**src/rtl/move_sequencer.sv**
```systemverilog
// Move sequencer: buffers chunks of stepper move codes in a FIFO and issues them
// one at a time, waiting for completion, spacing moves apart and timing out a stuck stepper.
module move_sequencer #(
  parameter int MOVE_W  = 4,
  parameter int CHUNK   = 50,
  parameter int DEPTH   = 64,
  parameter int GAP     = 25000,
  parameter int TIMEOUT = 25000000
) (
  input  logic                    clock,
  input  logic                    reset_n,
  input  logic                    push,
  input  logic [CHUNK*MOVE_W-1:0] chunk,
  input  logic                    seq_complete,
  input  logic                    step_mode,
  input  logic                    step,
  input  logic                    pause,
  input  logic                    flush,
  input  logic                    move_done,
  output logic [MOVE_W-1:0]       next_move,
  output logic                    start_move,
  output logic                    push_ack,
  output logic                    overflow,
  output logic                    fault,
  output logic                    busy,
  output logic                    seq_done,
  output logic [$clog2(DEPTH):0]  level,
  output logic [15:0]             moves_executed
);

  localparam int AW   = $clog2(DEPTH);
  localparam int LW   = $clog2(CHUNK + 1);
  localparam int PADN = (DEPTH > CHUNK) ? DEPTH : CHUNK;
  localparam int CMAX = (TIMEOUT > GAP) ? TIMEOUT : GAP;
  localparam int CW   = $clog2(CMAX + 2);
  localparam logic [CW-1:0] GAP_LAST = CW'((GAP > 0) ? GAP - 1 : 0);
  localparam logic [CW-1:0] TO_LAST  = CW'(TIMEOUT - 1);

  typedef enum logic [2:0] {
    ST_IDLE,
    ST_ISSUE,
    ST_WAIT_DONE,
    ST_GAP,
    ST_FAULT
  } state_t;

  state_t             state_q, state_d;
  logic [CW-1:0]      cnt_q, cnt_d;
  logic [AW-1:0]      wr_ptr_q, wr_ptr_d;
  logic [AW-1:0]      rd_ptr_q, rd_ptr_d;
  logic [AW:0]        level_q, level_d;
  logic [MOVE_W-1:0]  next_move_q, next_move_d;
  logic               start_move_q, start_move_d;
  logic               push_ack_q;
  logic               overflow_q;
  logic               fault_q, fault_d;
  logic               seq_done_q, seq_done_d;
  logic               armed_q, armed_d;
  logic [15:0]        moves_q, moves_d;

  logic [LW-1:0]            chunk_len;
  logic                     len_found;
  logic [LW-1:0]            wr_count;
  logic [31:0]              free_slots;
  logic                     push_ok, fits, accept, reject, pop;
  logic [PADN*MOVE_W-1:0]   chunk_pad;
  logic [DEPTH*MOVE_W-1:0]  mem_flat;
  logic [MOVE_W-1:0]        head;

  // A chunk ends at its first zero code; everything after it is padding.
  always_comb begin
    len_found = 1'b0;
    chunk_len = LW'(CHUNK);
    for (int i = 0; i < CHUNK; i++) begin
      if (!len_found && chunk[i*MOVE_W +: MOVE_W] == '0) begin
        len_found = 1'b1;
        chunk_len = LW'(i);
      end
    end
  end

  assign free_slots = 32'(DEPTH) - 32'(level_q);
  assign push_ok    = push && !flush;
  assign fits       = free_slots >= 32'(chunk_len);
  assign accept     = push_ok && fits;
  assign reject     = push_ok && !fits;
  assign wr_count   = accept ? chunk_len : '0;
  assign chunk_pad  = (PADN*MOVE_W)'(chunk);

  // Each cell takes slot (cell - wr_ptr) of the chunk, so a whole chunk lands in one cycle.
  for (genvar e = 0; e < DEPTH; e++) begin : g_cell
    logic [AW-1:0]     off;
    logic [MOVE_W-1:0] cell_q;
    assign off = AW'(e) - wr_ptr_q;
    always_ff @(posedge clock) begin
      if (accept && (32'(off) < 32'(chunk_len))) begin
        cell_q <= chunk_pad[off*MOVE_W +: MOVE_W];
      end
    end
    assign mem_flat[e*MOVE_W +: MOVE_W] = cell_q;
  end

  assign head = mem_flat[rd_ptr_q*MOVE_W +: MOVE_W];

  always_comb begin
    state_d      = state_q;
    cnt_d        = cnt_q;
    next_move_d  = next_move_q;
    start_move_d = 1'b0;
    fault_d      = fault_q;
    moves_d      = moves_q;
    pop          = 1'b0;
    case (state_q)
      ST_IDLE: begin
        if (level_q != '0 && !pause && !fault_q && !flush && (!step_mode || step)) begin
          state_d = ST_ISSUE;
        end
      end
      ST_ISSUE: begin
        if (flush || level_q == '0) begin
          state_d = ST_IDLE;
        end else begin
          pop = 1'b1;
          if (head == MOVE_W'(1)) begin
            state_d = ST_IDLE;
          end else begin
            next_move_d  = head;
            start_move_d = 1'b1;
            cnt_d        = '0;
            state_d      = ST_WAIT_DONE;
          end
        end
      end
      ST_WAIT_DONE: begin
        if (move_done) begin
          next_move_d = '0;
          if (moves_q != 16'hFFFF) begin
            moves_d = moves_q + 16'd1;
          end
          cnt_d = '0;
          if (GAP == 0) begin
            state_d = ST_IDLE;
          end else begin
            state_d = ST_GAP;
          end
        end else if (cnt_q == TO_LAST) begin
          next_move_d = '0;
          fault_d     = 1'b1;
          state_d     = ST_FAULT;
        end else begin
          cnt_d = cnt_q + CW'(1);
        end
      end
      ST_GAP: begin
        if (cnt_q == GAP_LAST) begin
          state_d = ST_IDLE;
        end else begin
          cnt_d = cnt_q + CW'(1);
        end
      end
      ST_FAULT: begin
        if (flush) begin
          fault_d = 1'b0;
          state_d = ST_IDLE;
        end
      end
      default: state_d = ST_IDLE;
    endcase
  end

  always_comb begin
    level_d  = flush ? '0 : level_q + (AW+1)'(wr_count) - (AW+1)'(pop);
    wr_ptr_d = wr_ptr_q + AW'(wr_count);
    rd_ptr_d = flush ? wr_ptr_q : rd_ptr_q + AW'(pop);
    // Fire once per sequence: re-armed only when real moves are accepted.
    seq_done_d = (state_q != ST_IDLE) && (state_d == ST_IDLE) && (level_d == '0)
                 && seq_complete && armed_q;
    armed_d = armed_q;
    if (seq_done_d) begin
      armed_d = 1'b0;
    end else if (accept && chunk_len != '0) begin
      armed_d = 1'b1;
    end
  end

  always_ff @(posedge clock or negedge reset_n) begin
    if (!reset_n) begin
      state_q      <= ST_IDLE;
      cnt_q        <= '0;
      wr_ptr_q     <= '0;
      rd_ptr_q     <= '0;
      level_q      <= '0;
      next_move_q  <= '0;
      start_move_q <= 1'b0;
      push_ack_q   <= 1'b0;
      overflow_q   <= 1'b0;
      fault_q      <= 1'b0;
      seq_done_q   <= 1'b0;
      armed_q      <= 1'b0;
      moves_q      <= '0;
    end else begin
      state_q      <= state_d;
      cnt_q        <= cnt_d;
      wr_ptr_q     <= wr_ptr_d;
      rd_ptr_q     <= rd_ptr_d;
      level_q      <= level_d;
      next_move_q  <= next_move_d;
      start_move_q <= start_move_d;
      push_ack_q   <= accept;
      overflow_q   <= flush ? 1'b0 : (overflow_q || reject);
      fault_q      <= fault_d;
      seq_done_q   <= seq_done_d;
      armed_q      <= armed_d;
      moves_q      <= moves_d;
    end
  end

  assign next_move      = next_move_q;
  assign start_move     = start_move_q;
  assign push_ack       = push_ack_q;
  assign overflow       = overflow_q;
  assign fault          = fault_q;
  assign busy           = (state_q != ST_IDLE) || (level_q != '0);
  assign seq_done       = seq_done_q;
  assign level          = level_q;
  assign moves_executed = moves_q;

endmodule

```
**config.mk**
```make
export PLATFORM = sky130hd
export DESIGN_NAME = move_sequencer
export DESIGN_NICKNAME = d
export VERILOG_FILES = /design/src/rtl/move_sequencer.sv
export SDC_FILE = /design/constraint.sdc
export NUM_CORES = 2
export LEC_CHECK = 0
export ABC_AREA = 1
export CAP_MARGIN = 5
export CELL_PAD_IN_SITES_DETAIL_PLACEMENT = 0
export CELL_PAD_IN_SITES_GLOBAL_PLACEMENT = 1
export CORE_UTILIZATION = 45
export DETAILED_ROUTE_END_ITERATION = 7
export DONT_BUFFER_PORTS = 1
export GPL_TIMING_DRIVEN = 0
export PLACE_DENSITY_LB_ADDON = 0.1
export SYNTH_ARGS = -nofsm -noshare
export SYNTH_HDL_FRONTEND = slang
export SYNTH_SLANG_ARGS = --single-unit
```
**constraint.sdc**
```tcl
create_clock -name clock -period 6 [get_ports clock]
set_clock_uncertainty 0.2 [all_clocks]
set_input_delay 1.2 -clock clock [delete_from_list [all_inputs] [get_ports clock]]
set_output_delay 1.2 -clock clock [all_outputs]
set_load 0.1 [all_outputs]
```
; After elaboration in Yosys (flattened, before gate mapping)
; Cells that the tools add are included.
[totals]
output_inout_bits = 33
latchBits = 0
word_cells = 675
memories = 0
register_bits = 329
in_bits = 209
mem_bits_ro = 0
mem_bits_rw = 0
[classes]
order_cmp = 65
n_eq_ne = 16
shift = 65
bitwise = 0
n_reduce_logical = 248
multipliers = 0
n_addsub = 71
n_mux = 133
div = 0
[ops]
columns = cell, n
row1 = 256-bit by 9-bit indexed part select with 4-bit output, 65
row2 = 6-bit < comparator, 64
row3 = 6-bit 2-to-1 mux, 52
row4 = 4-bit zero test, 50
row5 = "6-bit subtractor, first input constant", 32
row6 = 1-bit logical AND, 125
row7 = 25-bit 2-to-1 mux, 5
row8 = "5-bit by 6-bit subtractor with 6-bit output, first input constant", 16
row9 = 25-bit case mux with 3 select lines, 1
row10 = 1-bit 2-to-1 mux, 60
row11 = 1-bit zero test, 54
row12 = "4-bit by 6-bit subtractor with 6-bit output, first input constant", 8
row13 = 32-bit by 6-bit greater-or-equal comparator with 1-bit output, 1
row14 = "25-bit by 1-bit adder with 25-bit output, second input constant", 1
row15 = "25-bit by 15-bit equality test with 1-bit output, second input constant", 1
row16 = "25-bit equality test, second input constant", 1
row17 = "3-bit by 6-bit subtractor with 6-bit output, first input constant", 4
row18 = "16-bit by 1-bit adder with 16-bit output, second input constant", 1
row19 = 4-bit 2-to-1 mux, 4
row20 = "16-bit inequality test, second input constant", 1
row21 = 3-bit 2-to-1 mux, 5
row22 = 3-bit case mux with 5 select lines, 1
row23 = 7-bit zero test, 2
row24 = "2-bit inequality test, second input constant", 6
row25 = other kinds (25), 38

; Logic depth before layout (Yosys ltp)
[depth]
ltp_word = 160
depth_mapped = 55
depth_no_buf = 54

; Worst setup path after synthesis
; OpenSTA, ideal clock, no wires.
[synth_timing]
path_kind = input-to-reg
start = input chunk[31]
end = register armed_q
arrival_time_ns = 8.731
setup_ns = 0.136
path_stages = 41
path_buffers = 1
required_ns = 5.664
setup_slack_ns = -3.067
path_cell_list = nor4_1 -> nor2_2 -> nand4_2 -> nor2_4 -> nand4_4 -> nor2_4 -> nand4_4 -> nor2_4 -> nand4_2 -> nor2_2 -> nand4_2 -> nor2_4 -> nand4_2 -> nor2_4 -> inv_1 -> nor2_1 -> nand2_1 -> inv_1 -> [5 not listed] -> o211ai_1 -> nand3_1 -> nand3_1 -> inv_2 -> clkbuf_1 -> nand2_1 -> ha_1 -> inv_1 -> ha_1 -> fa_1 -> nand2_1 -> inv_1 -> nor3_1 -> nand3_1 -> nor4_1 -> nand3_1 -> nor4_1 -> a21oi_1
[synth_via]
elab_chain_cells = 140
word_cells_on_any_way = 185
classes_between = add/sub (2) / order compare (1) / mux (88) / reduce/logical (94)
[synth_rtl]
columns = item, line_no
row1 = "start, declared", 13  ; input logic [CHUNK*MOVE_W-1:0] chunk,
row2 = 4-bit zero test *, 75  ; if (!len_found && chunk[i*MOVE_W +: MOVE_W] == '0) begin
row3 = 1-bit logical AND *, 75
row4 = 1-bit 2-to-1 mux, 75
row5 = 1-bit zero test, 75
row6 = 1-bit logical AND, 75
row7 = 1-bit 2-to-1 mux, 75
row8 = 1-bit zero test, 75
row9 = 1-bit logical AND, 75
row10 = [123 not listed], --
row11 = via accept, 65  ; logic push_ok, fits, accept, reject, pop;
row12 = [2 not listed], --
row13 = 7-bit by 1-bit subtractor with 7-bit output *, 172  ; level_d = flush ? '0 : level_q + (AW+1)'(wr_count) - (AW+1)'(pop);
row14 = 7-bit 2-to-1 mux *, 172
row15 = via level_d[1], 51  ; logic [AW:0] level_q, level_d;
row16 = 7-bit zero test *, 176  ; seq_done_d = (state_q != ST_IDLE) && (state_d == ST_IDLE) && (level_d == '0)
row17 = 1-bit logical AND *, 176
row18 = 1-bit logical AND * (2 in series), 177  ; && seq_complete && armed_q;
row19 = via seq_done_d, 57  ; logic seq_done_q, seq_done_d;
row20 = 1-bit 2-to-1 mux or 2-bit nonzero test (tied branches), --
row21 = "end signal, assigned", 213  ; armed_q <= armed_d;
row22 = "end, declared", 58  ; logic armed_q, armed_d;
; Mark *: on every way through the listed nets, which the timed path passes. The rest lies on a longest branch.
; A chain may end at the register's enable or synchronous reset.

; Final worst setup path
[layout_timing]
start = input chunk[2]
end = register armed_q
[layout_via]
elab_chain_cells = 160
word_cells_on_any_way = 212
classes_between = add/sub (2) / order compare (1) / mux (102) / reduce/logical (107)
[layout_rtl]
columns = item, line_no
row1 = 4-bit zero test *, 75
row2 = 1-bit 2-to-1 mux, 75
row3 = 1-bit zero test, 75
row4 = 1-bit logical AND, 75
row5 = 1-bit 2-to-1 mux, 75
row6 = 1-bit zero test, 75
row7 = 1-bit logical AND, 75
row8 = 1-bit 2-to-1 mux, 75
row9 = [143 not listed], --
row10 = via accept, 65
row11 = [2 not listed], --
row12 = 7-bit by 1-bit subtractor with 7-bit output *, 172
row13 = 7-bit 2-to-1 mux *, 172
row14 = via level_d[4], 51
row15 = 7-bit zero test *, 176
row16 = 1-bit logical AND *, 176
row17 = 1-bit logical AND * (2 in series), 177
row18 = via seq_done_d, 57
row19 = 1-bit 2-to-1 mux or 2-bit nonzero test (tied branches), --
; Marks and branches as above.

==> run metrics <==
first-pass GRT wire length 276,000 um; Most common cell on crit path nor2_4; failing checks DRC, capacitance limit, slew limit, setup timing; DR WL/cell 31.8 um; Startpoint Class input pin; Most Crowded Layer GR met2; FF+latch count, synth 329; EDFF count, synth 256; GPL Wtd Cong 1.16; CORE AREA 74,700 sq um; Worst path depth 55; placed insts 6,244; Clock Tree Root clkbuf_16; CP max-delay cell nand4_1; synth top area cells edfxtp_1 (23%), nand2_1 (18%), o21ai_0 (18%); crit end category flip-flop; sum of buffers and inverters on the critical path 10; all-layer global routing usage 0.511; Post-synth top cells nand2_1 (1,642), o21ai_0 (1,204), nor2_1 (370); GRT overflow 0; FP Rows 100; fin. max-slew vios 6; Final WS setup -2.27 ns; final hold viol count 0; vias in the first global route 36,549; reg-to-reg startpoint wr_ptr_q[1]$_DFF_PN0_; most common cell in the netlist nand2_1; largest net degree at the start of global routing 74; Post-Synthesis Cells 5,269; Max Fclk 121 MHz; critical path endpoint armed_q$_DFFE_PN0P_; final setup TNS -296.22 ns; via count 41,036; Netlist Area Pre-Place 34,100 sq um; post-placement setup slack -5.31 ns; Port Buffers 0; Synth Area per Inst 6.47 sq um; R2R setup slack -0.87 ns; Crit path largest cell delay 0.44 ns; worst r2r dst g_cell[50].cell_q[2]$_DFFE_PP_; RSZ-0062 raised after global routing yes; setup violators final 418; Reg clk slew, reported paths 0.06 ns; HPWL Detailed 163,000 um; worst-path fanout max 4; initial antenna violation count 8; crit path DAT 8.51 ns; Yosys cell types 53; Worst Setup Path Type input pin to flip-flop; ratio of cells with drive above 1 in the final layout 0.0644; Post-route DRC 1; Layout Nets 5,756; Worst path top cell family by delay simple AND/OR/NAND/NOR gates; CTS Hold Bufs 0; status finished with violations; Clock Sinks 329; post-synth top area cell edfxtp_1; Ports 242; vias per inst 6.43; worst-case reg-to-reg path depth 15; Die Wd 277 um; antenna viol nets, final 0; H-tree depth 2; Die ar. 76,900 sq um; fin crit period 8.27 ns; main flop type after synthesis edfxtp_1; Final Cycle Share 1.38; WL final 203,000 um; post-route insts no fill 6,378; slew margin rel. -0.0864; worst slew pin tran 1.61 ns; share of the synthesized area in the top cell type 0.225; Clk Latency, worst-skew pair 0.56 ns; YS warnings 0; Setup crit start chunk[2]; Clock Tree Buf Depth 3; Synth async-reset ratio 0.222; CTS tree yes; met2 usage 0.714; Die Ht 277 um; Iteration-0 DRC Markers 6,404; area grow syn2layout 12.3%; required time worst endpoint 6.23 ns; Hold WC Path Type input pin to async pin; CTS Buf Count 36; number of max-cap violations 2; First-pass DRT Iterations 8; Initial Util 0.457; met3 usage 0.208; syn_nets 5,649; Seq/Total Area, Yosys 0.279; met1 usage 0.597
layout by cell type (no fill, tap or decap), types with 9 or more instances in the layout:
cell type,netlist,routed
xnor2_1,11,9
inv_2,6,17
o221ai_1,25,25
nand2_1,1642,1625
clkinvlp_4,0,10
nor2_2,3,13
edfxtp_1,256,256
clkinv_1,40,42
o21a_1,17,17
buf_6,0,16
xor2_1,56,52
nor4_1,55,42
nand4_1,36,36
dfrtp_1,73,73
o21ai_1,1,11
a21oi_1,141,112
nand2_2,7,15
nand4_4,5,11
ha_1,169,159
o22ai_1,40,40
o21ai_0,1204,1193
nor2_1,370,350
mux2i_1,80,80
nand2_4,7,14
nor3_1,28,26
a21oi_4,40,66
buf_4,1,47
clkbuf_1,245,242
clkbuf_16,0,43
a31oi_1,19,18
o21bai_1,33,33
inv_1,363,347
nor2_4,9,19
ha_4,0,10
nand3_1,193,190
buf_1,38,37
timing repair:
item | in CTS | in global routing
resized for setup | 134 | 24
pin swaps | 62 | 22
endpoints found under the setup margin | 447 | 432
setup buffers | 43 | 13
cloned | 2 | 1
hold endpoints to repair | 0 | 0
state kept, by name, summed over array words and instances (netlist names):
signal,flops
g_cell.cell_q,256
push_ack,1
fault,1
state_q,3
armed_q,1
wr_ptr_q,6
next_move,4
start_move,1
seq_done,1
level,7
moves_executed,16
rd_ptr_q,6
overflow,1
cnt_q,25
metrics by stage:
stage | hold slack (ns) | util | area [sq um]
2_1_floorplan | 0.281 | - | 34400
3_3_place_gp | 0.330 | 0.476 | 35600
3_5_place_dp | 0.338 | 0.478 | 35700
4_1_cts | 0.121 | 0.508 | 38000
5_1_grt | 0.130 | 0.512 | 38300
6_report | 0.127 | 0.512 | 38300
layer usage:
metal	wire (um)	vias to the layer above
met5	41	-
met4	22800	6
met3	29400	883
met2	79100	3179
met1	71400	18882
li1	-	18086
cell families (layout without fill, tap and decap cells):
family / after synthesis / count (layout) / share of synthesized area
simple gates: 2366 / 2366 / 0.284
compound gates: 1557 / 1557 / 0.254
buf+inv: 698 / 830 / 0.0789
flops: 329 / 329 / 0.279
fa+ha+maj: 171 / 171 / 0.0632
mux: 81 / 81 / 0.0238
xor+xnor: 67 / 67 / 0.0172
other cells: 0 / 8 / 0
worst register-to-register path, stage by stage, from the launching register on:
cell and delay (ns):
dfrtp_1 0.62, clkbuf_1 0.41, inv_2 0.25, clkbuf_1 0.48, clkbuf_1 0.55, buf_4 0.47
ha_1 0.23, clkbuf_1 0.60, inv_1 0.15, nand2_1 0.28, xor2_2 0.47, clkbuf_1 0.57
o21ai_0 0.27, o21ai_0 0.94, nand2_1 0.09, o21ai_0 0.11
layout make-up:
type                       count  area (sq um)
fill                        7562         36400
multi-input combinational   4242         22900
sequential                   329          9510
inverter                     409          1550
buffer                       289          1310
tap                          969          1210
clock buffer                  42           943
timing repair buffer          68           649
clock inverter                21           223
antenna                        8          20.0
timing repair inverter         1          5.00
worst min-delay path by stage:
| stage | endpoint | startpoint | cells after the start |
|---|---|---|---|
| after global placement | armed_q$_DFFE_PN0P_ | armed_q$_DFFE_PN0P_ | 2 |
| after global routing | wr_ptr_q[4]$_DFF_PN0_ | reset_n | 0 |
| final | wr_ptr_q[2]$_DFF_PN0_ | reset_n | 0 |
| after detailed placement | armed_q$_DFFE_PN0P_ | armed_q$_DFFE_PN0P_ | 2 |
| after CTS | cnt_q[1]$_DFFE_PN0P_ | reset_n | 0 |
| after floorplan | armed_q$_DFFE_PN0P_ | armed_q$_DFFE_PN0P_ | 2 |
Power is not shown: default switching activity piles up to over one toggle a cycle in this logic, so the estimate is an artifact.
